$ cat config.mk
export PLATFORM = sky130hd
export DESIGN_NAME = load_store_unit
export DESIGN_NICKNAME = d
export VERILOG_FILES = /design/src/rtl/load_store_unit.sv
export SDC_FILE = /design/constraint.sdc
export NUM_CORES = 1
export LEC_CHECK = 0
export CAP_MARGIN = 20
export CELL_PAD_IN_SITES_DETAIL_PLACEMENT = 0
export CELL_PAD_IN_SITES_GLOBAL_PLACEMENT = 1
export CORE_MARGIN = 8
export CORE_UTILIZATION = 24
export DETAILED_ROUTE_END_ITERATION = 10
export HOLD_SLACK_MARGIN = 0.02
export PLACE_DENSITY = 0.58
export SLEW_MARGIN = 15
export SYNTH_ARGS = -nofsm -noshare
export SYNTH_HDL_FRONTEND = slang
export SYNTH_SLANG_ARGS = --single-unit
$ cat constraint.sdc
create_clock -name clk -period 6.3 [get_ports clk]
set_input_delay 0.63 -clock clk [delete_from_list [all_inputs] [get_ports clk]]
set_output_delay 0.63 -clock clk [all_outputs]
set_load 0.02 [all_outputs]
$ cat src/rtl/load_store_unit.sv
// Load/store unit: sits between the CPU and a word-wide memory port.
// Positions store data and byte strobes on the memory lanes and extracts,
// sign- or zero-extends load data from the returned word.
// Optional build macro LSU_MISALIGN_SPLIT_EN: when defined, accesses that
// straddle a word boundary are split into two memory accesses. When
// undefined, they are rejected with cpu_misalign and never reach memory.
module load_store_unit #(
    parameter int DATA_WIDTH = 32,
    parameter int ADDR_WIDTH = 32
) (
    input  logic                  clk,
    input  logic                  rst,
    input  logic                  cpu_valid,
    output logic                  cpu_ready,
    input  logic                  cpu_we,
    input  logic [2:0]            cpu_addr_mode,
    input  logic [ADDR_WIDTH-1:0] cpu_addr,
    input  logic [DATA_WIDTH-1:0] cpu_wdata,
    output logic                  cpu_done,
    output logic [DATA_WIDTH-1:0] cpu_rdata,
    output logic                  cpu_misalign,
    output logic                  mem_req,
    output logic                  mem_we,
    output logic [ADDR_WIDTH-1:0] mem_addr,
    output logic [DATA_WIDTH-1:0] mem_wdata,
    output logic [3:0]            mem_wstrb,
    input  logic                  mem_ack,
    input  logic [DATA_WIDTH-1:0] mem_rdata
);

    typedef enum logic [1:0] {IDLE, ACC0, ACC1, RESP} state_t;

    state_t                state_q, state_d;
    logic [ADDR_WIDTH-1:0] addr_q, addr_d;
    logic [2:0]            mode_q, mode_d;
    logic                  we_q, we_d;
    logic [DATA_WIDTH-1:0] wdata_q, wdata_d;
    logic [DATA_WIDTH-1:0] lo_q, lo_d;
    logic [DATA_WIDTH-1:0] rdata_q, rdata_d;
    logic                  misalign_q, misalign_d;

    logic [7:0]              win;
    logic                    span;
    logic [4:0]              sh;
    logic [ADDR_WIDTH-1:0]   word_base;
    logic [2*DATA_WIDTH-1:0] wdata_wide;
    logic [2*DATA_WIDTH-1:0] rdata_wide;
    logic [DATA_WIDTH-1:0]   picked;
    logic [DATA_WIDTH-1:0]   load_val;
`ifndef LSU_MISALIGN_SPLIT_EN
    logic [7:0]              in_win;
`endif

    // Byte-strobe window across two consecutive words: low nibble is the
    // first word, high nibble the second. Modes 011/110/111 fall into W.
    function automatic logic [7:0] strb_window(input logic [1:0] off, input logic [2:0] mode);
        logic [7:0] base;
        case (mode[1:0])
            2'b00:   base = 8'b0000_0001;
            2'b01:   base = 8'b0000_0011;
            default: base = 8'b0000_1111;
        endcase
        return base << off;
    endfunction

    // Lane positioning of the registered request and load-data extraction.
    always_comb begin
        win        = strb_window(addr_q[1:0], mode_q);
        span       = |win[7:4];
        sh         = {addr_q[1:0], 3'b000};
        word_base  = {addr_q[ADDR_WIDTH-1:2], 2'b00};
        wdata_wide = {{DATA_WIDTH{1'b0}}, wdata_q} << sh;
        if (state_q == ACC1) begin
            rdata_wide = {mem_rdata, lo_q};
        end else begin
            rdata_wide = {{DATA_WIDTH{1'b0}}, mem_rdata};
        end
        rdata_wide = rdata_wide >> sh;
        picked     = rdata_wide[DATA_WIDTH-1:0];
        case (mode_q[1:0])
            2'b00:   load_val = {{(DATA_WIDTH-8){picked[7] & ~mode_q[2]}}, picked[7:0]};
            2'b01:   load_val = {{(DATA_WIDTH-16){picked[15] & ~mode_q[2]}}, picked[15:0]};
            default: load_val = picked;
        endcase
    end

    // Memory-side outputs are pure functions of state and registered request,
    // so they cannot change while a request waits for its ack.
    always_comb begin
        mem_req   = 1'b0;
        mem_we    = 1'b0;
        mem_addr  = '0;
        mem_wdata = '0;
        mem_wstrb = '0;
        if (state_q == ACC0) begin
            mem_req   = 1'b1;
            mem_we    = we_q;
            mem_addr  = word_base;
            mem_wdata = wdata_wide[DATA_WIDTH-1:0];
            mem_wstrb = we_q ? win[3:0] : 4'b0000;
        end else if (state_q == ACC1) begin
            mem_req   = 1'b1;
            mem_we    = we_q;
            mem_addr  = word_base + ADDR_WIDTH'(4);
            mem_wdata = wdata_wide[2*DATA_WIDTH-1:DATA_WIDTH];
            mem_wstrb = we_q ? win[7:4] : 4'b0000;
        end
    end

    // Next-state logic: accept, issue one or two word accesses, respond.
    always_comb begin
        state_d    = state_q;
        addr_d     = addr_q;
        mode_d     = mode_q;
        we_d       = we_q;
        wdata_d    = wdata_q;
        lo_d       = lo_q;
        rdata_d    = rdata_q;
        misalign_d = misalign_q;
`ifndef LSU_MISALIGN_SPLIT_EN
        in_win     = strb_window(cpu_addr[1:0], cpu_addr_mode);
`endif
        case (state_q)
            IDLE: begin
                if (cpu_valid) begin
                    addr_d     = cpu_addr;
                    mode_d     = cpu_addr_mode;
                    we_d       = cpu_we;
                    wdata_d    = cpu_wdata;
                    misalign_d = 1'b0;
                    state_d    = ACC0;
`ifndef LSU_MISALIGN_SPLIT_EN
                    if (|in_win[7:4]) begin
                        misalign_d = 1'b1;
                        rdata_d    = '0;
                        state_d    = RESP;
                    end
`endif
                end
            end
            ACC0: begin
                if (mem_ack) begin
                    if (span) begin
                        lo_d    = mem_rdata;
                        state_d = ACC1;
                    end else begin
                        rdata_d = we_q ? '0 : load_val;
                        state_d = RESP;
                    end
                end
            end
            ACC1: begin
                if (mem_ack) begin
                    rdata_d = we_q ? '0 : load_val;
                    state_d = RESP;
                end
            end
            default: state_d = IDLE;
        endcase
    end

    // State and request registers with synchronous reset.
    always_ff @(posedge clk) begin
        if (rst) begin
            state_q    <= IDLE;
            addr_q     <= '0;
            mode_q     <= '0;
            we_q       <= 1'b0;
            wdata_q    <= '0;
            lo_q       <= '0;
            rdata_q    <= '0;
            misalign_q <= 1'b0;
        end else begin
            state_q    <= state_d;
            addr_q     <= addr_d;
            mode_q     <= mode_d;
            we_q       <= we_d;
            wdata_q    <= wdata_d;
            lo_q       <= lo_d;
            rdata_q    <= rdata_d;
            misalign_q <= misalign_d;
        end
    end

    assign cpu_ready    = (state_q == IDLE);
    assign cpu_done     = (state_q == RESP);
    assign cpu_misalign = (state_q == RESP) & misalign_q;
    assign cpu_rdata    = rdata_q;

endmodule
==> Word level (Yosys, flattened, before mapping) <==
Cells that the tools add are included.
{ "op_classes": {"shift": 4, "addsub": 1, "bitwise_logic": 4, "n_mux": 30, "reduce_logical": 10, "eq_ne": 10} }
{ "ops": {"columns": ["op", "count"], "rows": [
  ["32-bit two-way mux", 10],
  ["32-bit one-hot mux with 3 select lines", 1],
  ["64-bit two-way mux", 1],
  ["32-bit one-hot mux with 2 select lines", 1],
  ["32-bit by 5-bit left shift with 64-bit output", 1],
  ["64-bit by 5-bit >> shifter with 32-bit output", 1],
  ["32-bit by 3-bit adder with 32-bit output, second input constant", 1],
  ["4-bit two-way mux", 4],
  ["4-bit one-hot mux with 2 select lines", 2],
  ["8-bit by 2-bit left shift with 8-bit output", 2],
  ["2-bit two-way mux", 4],
  ["2-bit inequality test, second input constant", 4],
  ["4-bit OR reduction", 2],
  ["2-bit by 1-bit equality test with 1-bit output, second input constant", 3],
  ["2-bit zero test", 3],
  ["1-bit two-way mux", 6],
  ["2-bit one-hot mux with 3 select lines", 1],
  ["3-bit AND reduction", 2],
  ["6-bit AND reduction", 1],
  ["2-bit equality test, second input constant", 2],
  ["1-bit AND", 3],
  ["3-bit nonzero test", 1],
  ["2-bit by 1-bit inequality test with 1-bit output, second input constant", 1],
  ["2-bit AND reduction", 1],
  ["1-bit inverter", 1]
]} }
{ "totals": {"reg_bits": 135, "input_bits": 104, "word_cells": 67} }

==> Longest topological paths before layout <==
Gate-level depths: netlist of run 1.
{ "logic_depth": {"depth_word": 9, "depth_mapped": 10, "ltp_nobuf": 7} }

==> Least setup slack after synthesis of run 1 <==
No wires, ideal clock.
{ "synth_path": {"kind": "reg2out", "from": "reg state_q[0]", "to": "out mem_wstrb[2]", "t_arrival_ps": 2116, "stages_incl_launch_ff": 9, "t_required_ps": 5670, "path_slack_ps": 3554, "cell_sequence": "dfxtp_1 -> inv_1 -> ha_1 -> buf_2 -> clkbuf_1 -> nand2b_1 -> nor2_1 -> o21ai_0 -> a21boi_0"} }
{ "synth_via": {"elab_chain_len": 3, "elab_cells_between_ends": 4, "cone_classes": "eq/ne (2); mux (2)"} }
{ "synth_rtl": {"columns": ["item", "line_no", "text"], "rows": [
  ["start, declared", "33", "state_t state_q, state_d;"],
  ["start signal, assigned", "174", "state_q <= state_d;"],
  ["2-bit equality test", "101", "end else if (state_q == ACC1) begin"],
  ["4-bit two-way mux", "101", null],
  ["4-bit two-way mux *", "95", "if (state_q == ACC0) begin"],
  ["end, declared", "26", "output logic [3:0] mem_wstrb,"]
]} }
Every way passes the cells marked *; elsewhere a longest branch is shown, timed or not.

==> Final worst setup path of run 1 <==
{ "layout_path": {"from": "reg state_q[1]", "to": "out mem_wdata[0]"} }
{ "layout_via": {"elab_chain_len": 3, "elab_cells_between_ends": 4, "cone_classes": "eq/ne (2); mux (2)"} }
{ "layout_rtl": {"columns": ["item", "line_no", "text"], "rows": [
  ["2-bit equality test", "101", null],
  ["32-bit two-way mux", "101", null],
  ["32-bit two-way mux *", "95", null],
  ["end, declared", "25", "output logic [DATA_WIDTH-1:0] mem_wdata,"]
]} }
Marks and branches as above.

==> metrics.log, run 1 <==
[metrics] run status: completed
[metrics] TritonCTS clock tree: done
[metrics] Crit path required time: 5.67 ns
[metrics] relative max-transition margin: 0.3322
[metrics] Inserted Clock Buffers: 17
[metrics] largest buffer count on any clock path: 2
[metrics] post-route total power: 3.679 mW
[metrics] Total Neg Setup Slack: 0 ns
[metrics] CTS clk-pin slew, worst paths: 0.06 ns
[metrics] number of antenna violations at the first check in global routing: 2
[metrics] placement row count: 66
[metrics] MaxCap Viol Count: 0
[metrics] Post-CTS Resized: 0
[metrics] Filler cells: 3467
[metrics] Hold Fails Final Rpt: 0
[metrics] r2r worst-path depth: 7
[metrics] slew at the pin with the worst max-slew slack: 1.001 ns
[metrics] Iteration-0 DRC Markers: 457
[metrics] Pre-antenna DRT Iters: 5
[metrics] Worst Hold Path Cells: 2
[metrics] Top-Level Pins: 209
[metrics] hold buffer count at CTS: 0
[metrics] vias in the first global route: 7526
[metrics] cell taking the most area after synthesis: dfxtp_1
[metrics] launching point of the worst reg2reg path: state_q[0]$_SDFFE_PP0P_
[metrics] starting density of the core: 0.2423
[metrics] post-CTS setup buffer count: 0
[metrics] Max stage delay on crit path: 0.75 ns
[metrics] number of buffers inserted by port buffering: 206
[metrics] global-route wire length before repair: 46790 um
[metrics] Synth-to-Final Area Change: 38.49%
[metrics] slowest CP cell: nor2_1
[metrics] endpoint type of the worst setup path: output port
[metrics] wire length reported by the detailed router: 30640 um
[metrics] area enclosed by the die boundary: 38720 um2
[metrics] ys async rst share: 0
[metrics] Remaining DRCs: 0
[metrics] cell area after technology mapping: 7844 um2
[metrics] pin count of the biggest net entering global routing: 75
[metrics] average cell area after synthesis: 7.844 um2
[metrics] number of sinks on the clock net: 135
[metrics] Remaining Overflow, GRT: 0
[metrics] average vias per placed instance: 4.722
[metrics] signal arrival time at the worst endpoint: 3.85 ns
[metrics] max frequency: 223.0 MHz
[metrics] number of cells produced by synthesis: 1000
[metrics] Die X-Extent: 196.8 um
[metrics] shortest period the worst path allows: 4.484 ns
[metrics] unrepaired setup endpoints after global routing: false
[metrics] share of final-layout standard cells stronger than drive strength 1: 0.08390
[metrics] Clock H-tree levels: 4
[metrics] Worst setup SP type: flip-flop
[metrics] ordered list of cells on the worst path: inv_1 -> ha_1 -> buf_4 -> nand2b_1 -> nor2_1 -> nand2_1 -> o21ai_0 -> clkdlybuf4s50_1
[metrics] highest fanout seen on the critical path: 20
[metrics] r2r setup slk: 3.16 ns
[metrics] Worst path top cell family by delay: simple AND/OR/NAND/NOR gates
[metrics] top post-synthesis cells by area: dfxtp_1 34%, mux2i_1 11%, nand2_1 9.6%
[metrics] clock tree root driver cell: clkbuf_16
[metrics] leakage power figure: 3.624 nW
[metrics] count of endpoints failing setup in the final report: 0
[metrics] sequential-to-total area share from yosys stat: 0.3446
[metrics] commonest cells in the synthesized netlist: 201 x nand2_1, 135 x dfxtp_1, 90 x a21oi_1
[metrics] Levels on crit path: 8
[metrics] height of the die: 196.8 um
[metrics] HPWL after DPL: 21820 um
[metrics] kind of critical path: reg -> out
[metrics] predominant post-synthesis flop cell: dfxtp_1
[metrics] count of synthesis-stage warnings from yosys: 0
[metrics] pwr dens: 338.7 nW/um2
[metrics] Min-Delay Startpoint: cpu_rdata[3]$_SDFFE_PP0P_
[metrics] reg-to-reg critical path endpoint: cpu_rdata[14]$_SDFFE_PP0P_
[metrics] net total in the final layout: 1267
[metrics] placeable core area: 32370 um2
[metrics] Max Clock Skew: 0.01223 ns
[metrics] Hold EP: cpu_rdata[3]$_SDFFE_PP0P_
[metrics] aggregate global-route resource usage: 0.1545
[metrics] portion of synthesized cell area occupied by the leading cell type: 0.3446
[metrics] post-synthesis sequential element count: 135
[metrics] Avg WL per Cell: 19.02 um
[metrics] routability congestion estimate from global placement: 0.7946
[metrics] most numerous cell in the Yosys netlist: nand2_1
[metrics] max-slew violation total from the final report: 0
[metrics] maximum vdd drop: 0.1589 mV
[metrics] final critical-path share of the clock period: 0.7118
[metrics] worst min-delay path category: reg -> reg
[metrics] via count: 7607
[metrics] worst skew pair latency: 0.42 ns
[metrics] count of flip-flops with a built-in enable after synthesis: 0
[metrics] antenna viol nets, final: 0
[metrics] number of buffers and inverters on the critical path: 3
[metrics] number of different library cells in the post-synthesis netlist: 48
[metal layers]
layer / part of all wire / GRT usage
met5: 0.00036 / 0
met4: 0.0078 / 0.03399
met3: 0.061 / 0.03957
met2: 0.43 / 0.2268
met1: 0.50 / 0.2226
[worst register-to-register path, stage by stage (launching register included)]
cell and delay [ns]:
dfxtp_1 0.35, inv_1 0.12, ha_1 0.75, mux2i_1 0.39, mux4_2 0.58, or4_1 0.60
o21ai_0 0.16, a22o_1 0.14
[power breakdown]
part           total, mW  switching (mW)  internal [mW]
clock network       1.09           0.413          0.678
logic               1.48           0.895          0.586
registers           1.11           0.133          0.974
[through the flow]
| stage | cells | hold slack [ns] | util | worst slack [ns] | area, um2 |
|---|---|---|---|---|---|
| 2_1_floorplan | 1001 | 0.4462 | - | 3.554 | 7848 |
| 3_3_place_gp | 1578 | 0.4434 | 0.3151 | 2.324 | 10200 |
| 3_5_place_dp | 1578 | 0.4470 | 0.3151 | 2.268 | 10200 |
| 4_1_cts | 1609 | 0.4556 | 0.3346 | 1.795 | 10830 |
| 5_1_grt | 1611 | 0.4776 | 0.3356 | 1.530 | 10860 |
| 6_report | 1611 | 0.4531 | 0.3356 | 1.816 | 10860 |
[registers in the layout, summed over array words and instances, names as in the netlist]
| register | flops |
|---|---|
| misalign_q | 1 |
| mode_q | 3 |
| state_q | 2 |
| addr_q | 32 |
| we_q | 1 |
| wdata_q | 32 |
| lo_q | 32 |
| cpu_rdata | 32 |
[layout make-up]
class | count | area [um2] | area share
Sequential cell | 135 | 2708 | 0.2493
Multi-Input combinational cell | 779 | 4786 | 0.4406
Antenna cell | 1 | 2.502 | 0.0002304
Tap cell | 442 | 553.0 | 0.05091
Timing Repair Buffer | 216 | 2155 | 0.1983
Inverter | 7 | 26.28 | 0.002419
Clock buffer | 21 | 491.7 | 0.04527
Clock inverter | 10 | 141.4 | 0.01302
[cell usage in the layout (no fill, tap or decap), types with 6 or more instances in the layout]
master,n
nand3_1,9
nand2_1,200
xnor2_1,15
nor4_1,8
o22ai_1,29
a21oi_1,90
nand2b_1,16
o21ai_0,42
clkbuf_16,18
o221a_2,9
nor2_1,88
clkdlybuf4s50_1,205
mux2_2,38
nor3_1,8
ha_1,7
a211oi_1,8
mux2i_1,83
or3_1,12
a22oi_1,8
inv_1,7
o2bb2ai_1,16
dfxtp_1,133
and3_1,11
nor2b_1,10
a22o_1,19
buf_4,10
or4_1,8
xor2_1,6
[worst max-delay path by stage]
stage / startpoint / endpoint / slack [ns]
final: state_q[1]$_SDFFE_PP0P_ / mem_wdata[0] / 1.82
after CTS: state_q[1]$_SDFFE_PP0P_ / mem_wdata[4] / 1.79
after global placement: state_q[1]$_SDFFE_PP0P_ / mem_wdata[6] / 2.32
after global routing: state_q[1]$_SDFFE_PP0P_ / mem_wdata[2] / 1.53
after floorplan: state_q[0]$_SDFFE_PP0P_ / mem_wstrb[2] / 3.55
after detailed placement: state_q[1]$_SDFFE_PP0P_ / mem_wdata[4] / 2.27
[logic make-up after synthesis]
kind of cell	after synthesis	share of synthesized area
flip-flops	135	0.3446
AND/OR/NAND/NOR	387	0.2166
buffers and inverters	87	0.04674
other	1	0.0004781
adder cells (fa/ha/maj)	7	0.01117
multiplexers	122	0.1633
AO/OA/AOI/OAI	240	0.1937
XOR/XNOR	21	0.02345
Note: power is estimated with default switching activity, not from simulation.
==> run 2: changes to the inputs <==
PLACE_DENSITY = 0.61   (was 0.58)
clock period = 3.6 ns   (was 6.3 ns; I/O delays follow)
==> run 2 against run 1 <==
Worst setup slack got worse by 1.6 ns. Critical endpoint is now mem_wdata[17]. Final area increased by 1.0%. Clock skew increased by 0.0040 ns. Flip-flop and latch count unchanged. Core utilization increased by 0.35 points. Sequential share of layout area decreased by 0.26 points. Hold slack improved by 0.0027 ns.
==> metrics.log, run 2 (same netlist as run 1, synthesis figures left out) <==
[metrics] Synth-to-Final Area Change: 39.94%
[metrics] most frequent cells in the layout: 205 x clkdlybuf4s50_1, 200 x nand2_1, 133 x dfxtp_1
[metrics] highest fanout seen on the critical path: 33
[metrics] Remaining DRCs: 0
[metrics] leakage power figure: 3.698 nW
[metrics] most frequent standard cell in the layout excluding fill and tap cells: clkdlybuf4s50_1
[metrics] share of total power in sequential cells: 0.300
[metrics] shortest period the worst path allows: 3.384 ns
[metrics] PnR worst setup slack: 0.2155 ns
[metrics] worst min-delay path category: reg -> reg
[metrics] run status: completed
[metrics] post-route total power: 6.486 mW
[metrics] Crit path required time: 3.24 ns
[metrics] placed instance count: 1595
[metrics] maximum vdd drop: 0.2772 mV
[metrics] standard cell area after detailed placement: 10320 um2
[metrics] Clock H-tree levels: 4
[metrics] Post-Layout Cell Count: 1631
[metrics] CTS clk-pin slew, worst paths: 0.06 ns
[metrics] unrepaired setup endpoints after global routing: false
[metrics] largest buffer count on any clock path: 2
[metrics] endpoint type of the worst setup path: output port
[metrics] via count: 7700
[metrics] Max Clock Skew: 0.01626 ns
[metrics] design area: 10980 um2
[metrics] pwr dens: 590.9 nW/um2
[metrics] Remaining Overflow, GRT: 0
[metrics] slew at the pin with the worst max-slew slack: 0.6965 ns
[metrics] Total Neg Setup Slack: 0 ns
[metrics] average vias per placed instance: 4.721
[metrics] number of antenna violations at the first check in global routing: 2
[metrics] TritonCTS clock tree: done
[metrics] area enclosed by the die boundary: 38720 um2
[metrics] final design utilization: 0.3391
[metrics] net total in the final layout: 1286
[metrics] placement row count: 66
[metrics] Top-Level Pins: 209
[metrics] number of sinks on the clock net: 135
[metrics] HPWL after DPL: 22140 um
[metrics] Avg WL per Cell: 18.71 um
[metrics] r2r setup slk: 0.58 ns
[metrics] part of the power in the clock network: 0.287
[metrics] starting density of the core: 0.2423
[metrics] Pre-antenna DRT Iters: 5
[metrics] kind of critical path: reg -> out
[metrics] height of the die: 196.8 um
[metrics] Worst Hold Path Cells: 2
[metrics] number of buffers inserted by port buffering: 206
[metrics] post-placement setup slack: 0.4932 ns
[metrics] max-slew violation total from the final report: 0
[metrics] clock tree root driver cell: clkbuf_16
[metrics] final hold slack: 0.4559 ns
[metrics] count of endpoints failing setup in the final report: 0
[metrics] pin count of the biggest net entering global routing: 59
[metrics] switching component of the power: 2.565 mW
[metrics] r2r worst-path depth: 7
[metrics] global-route wire length before repair: 46750 um
[metrics] placeable core area: 32370 um2
[metrics] Die X-Extent: 196.8 um
[metrics] routability congestion estimate from global placement: 0.8138
[metrics] vias in the first global route: 7472
[metrics] Inserted Clock Buffers: 17
[metrics] Iteration-0 DRC Markers: 435
[metrics] signal arrival time at the worst endpoint: 3.02 ns
[metrics] Comb power frac: 0.413
[metrics] share of final-layout standard cells stronger than drive strength 1: 0.09941
[metrics] internal power component: 3.921 mW
[metrics] worst skew pair latency: 0.42 ns
[metrics] MaxCap Viol Count: 0
[metrics] switching portion of total power: 0.3955
[metrics] max frequency: 295.5 MHz
[metrics] Hold Fails Final Rpt: 0
[metrics] aggregate global-route resource usage: 0.1542
[metrics] wire length reported by the detailed router: 30520 um
[metrics] relative max-transition margin: 0.5357
[metrics] final critical-path share of the clock period: 0.9401
[metrics] Worst setup SP type: flip-flop
[metrics] antenna viol nets, final: 0
-- run 2: timing repair --
item,CTS,global route
setup endpoints to repair,0,25
hold buffers,0,0
buffers inserted,0,2
resized for setup,0,2
endpoints found under the hold margin,0,0
-- run 2: area by class of cell --
cell class / count / area, um2
repair buffers: 235 / 2290
clock buffers: 18 / 439.2
multi-input cells: 779 / 4788
flip-flops and latches: 135 / 2708
inverters: 7 / 26.28
well taps: 442 / 553.0
fillers: 3530 / 21390
diodes: 2 / 5.005
clock inverters: 13 / 167.7
-- run 2: power by group through the flow --
| stage | combinational (mW) | sequential (mW) | clock [mW] |
|---|---|---|---|
| floorplan | 1.61 | 1.96 | 0 |
| global placement | 2.68 | 1.98 | 0 |
| detailed placement | 2.68 | 1.98 | 0 |
| CTS | 2.69 | 1.95 | 1.92 |
| global route | 2.93 | 1.98 | 1.99 |
| finish | 2.68 | 1.95 | 1.86 |
-- run 2: worst paths after layout --
kind / from / end
setup / recovery: addr_q[1]$_SDFFE_PP0P_ / mem_wdata[17]
hold / removal: cpu_rdata[1]$_SDFFE_PP0P_ / cpu_rdata[1]$_SDFFE_PP0P_
setup reg to reg: addr_q[1]$_SDFFE_PP0P_ / cpu_rdata[23]$_SDFFE_PP0P_
hold reg to reg: cpu_rdata[1]$_SDFFE_PP0P_ / cpu_rdata[1]$_SDFFE_PP0P_
-- run 2: critical path, cell delays in order (launching register included) --
cell and delay [ns]:
dfxtp_2 0.73, buf_4 0.50, nand2_1 0.14, nor2_1 0.16, buf_4 0.22, a22o_1 0.22, clkdlybuf4s50_1 0.63
-- run 2: routing by layer --
| layer | routed length, um | up-vias | track usage | part of all wire |
|---|---|---|---|---|
| met2 | 13110 | 233 | 0.2272 | 0.43 |
| met3 | 2276 | 22 | 0.04929 | 0.075 |
| met4 | 350 | 0 | 0.03789 | 0.011 |
| met5 | 0 | - | 0 | 0 |
| met1 | 14780 | 3553 | 0.2141 | 0.48 |
| li1 | - | 3892 | - | - |
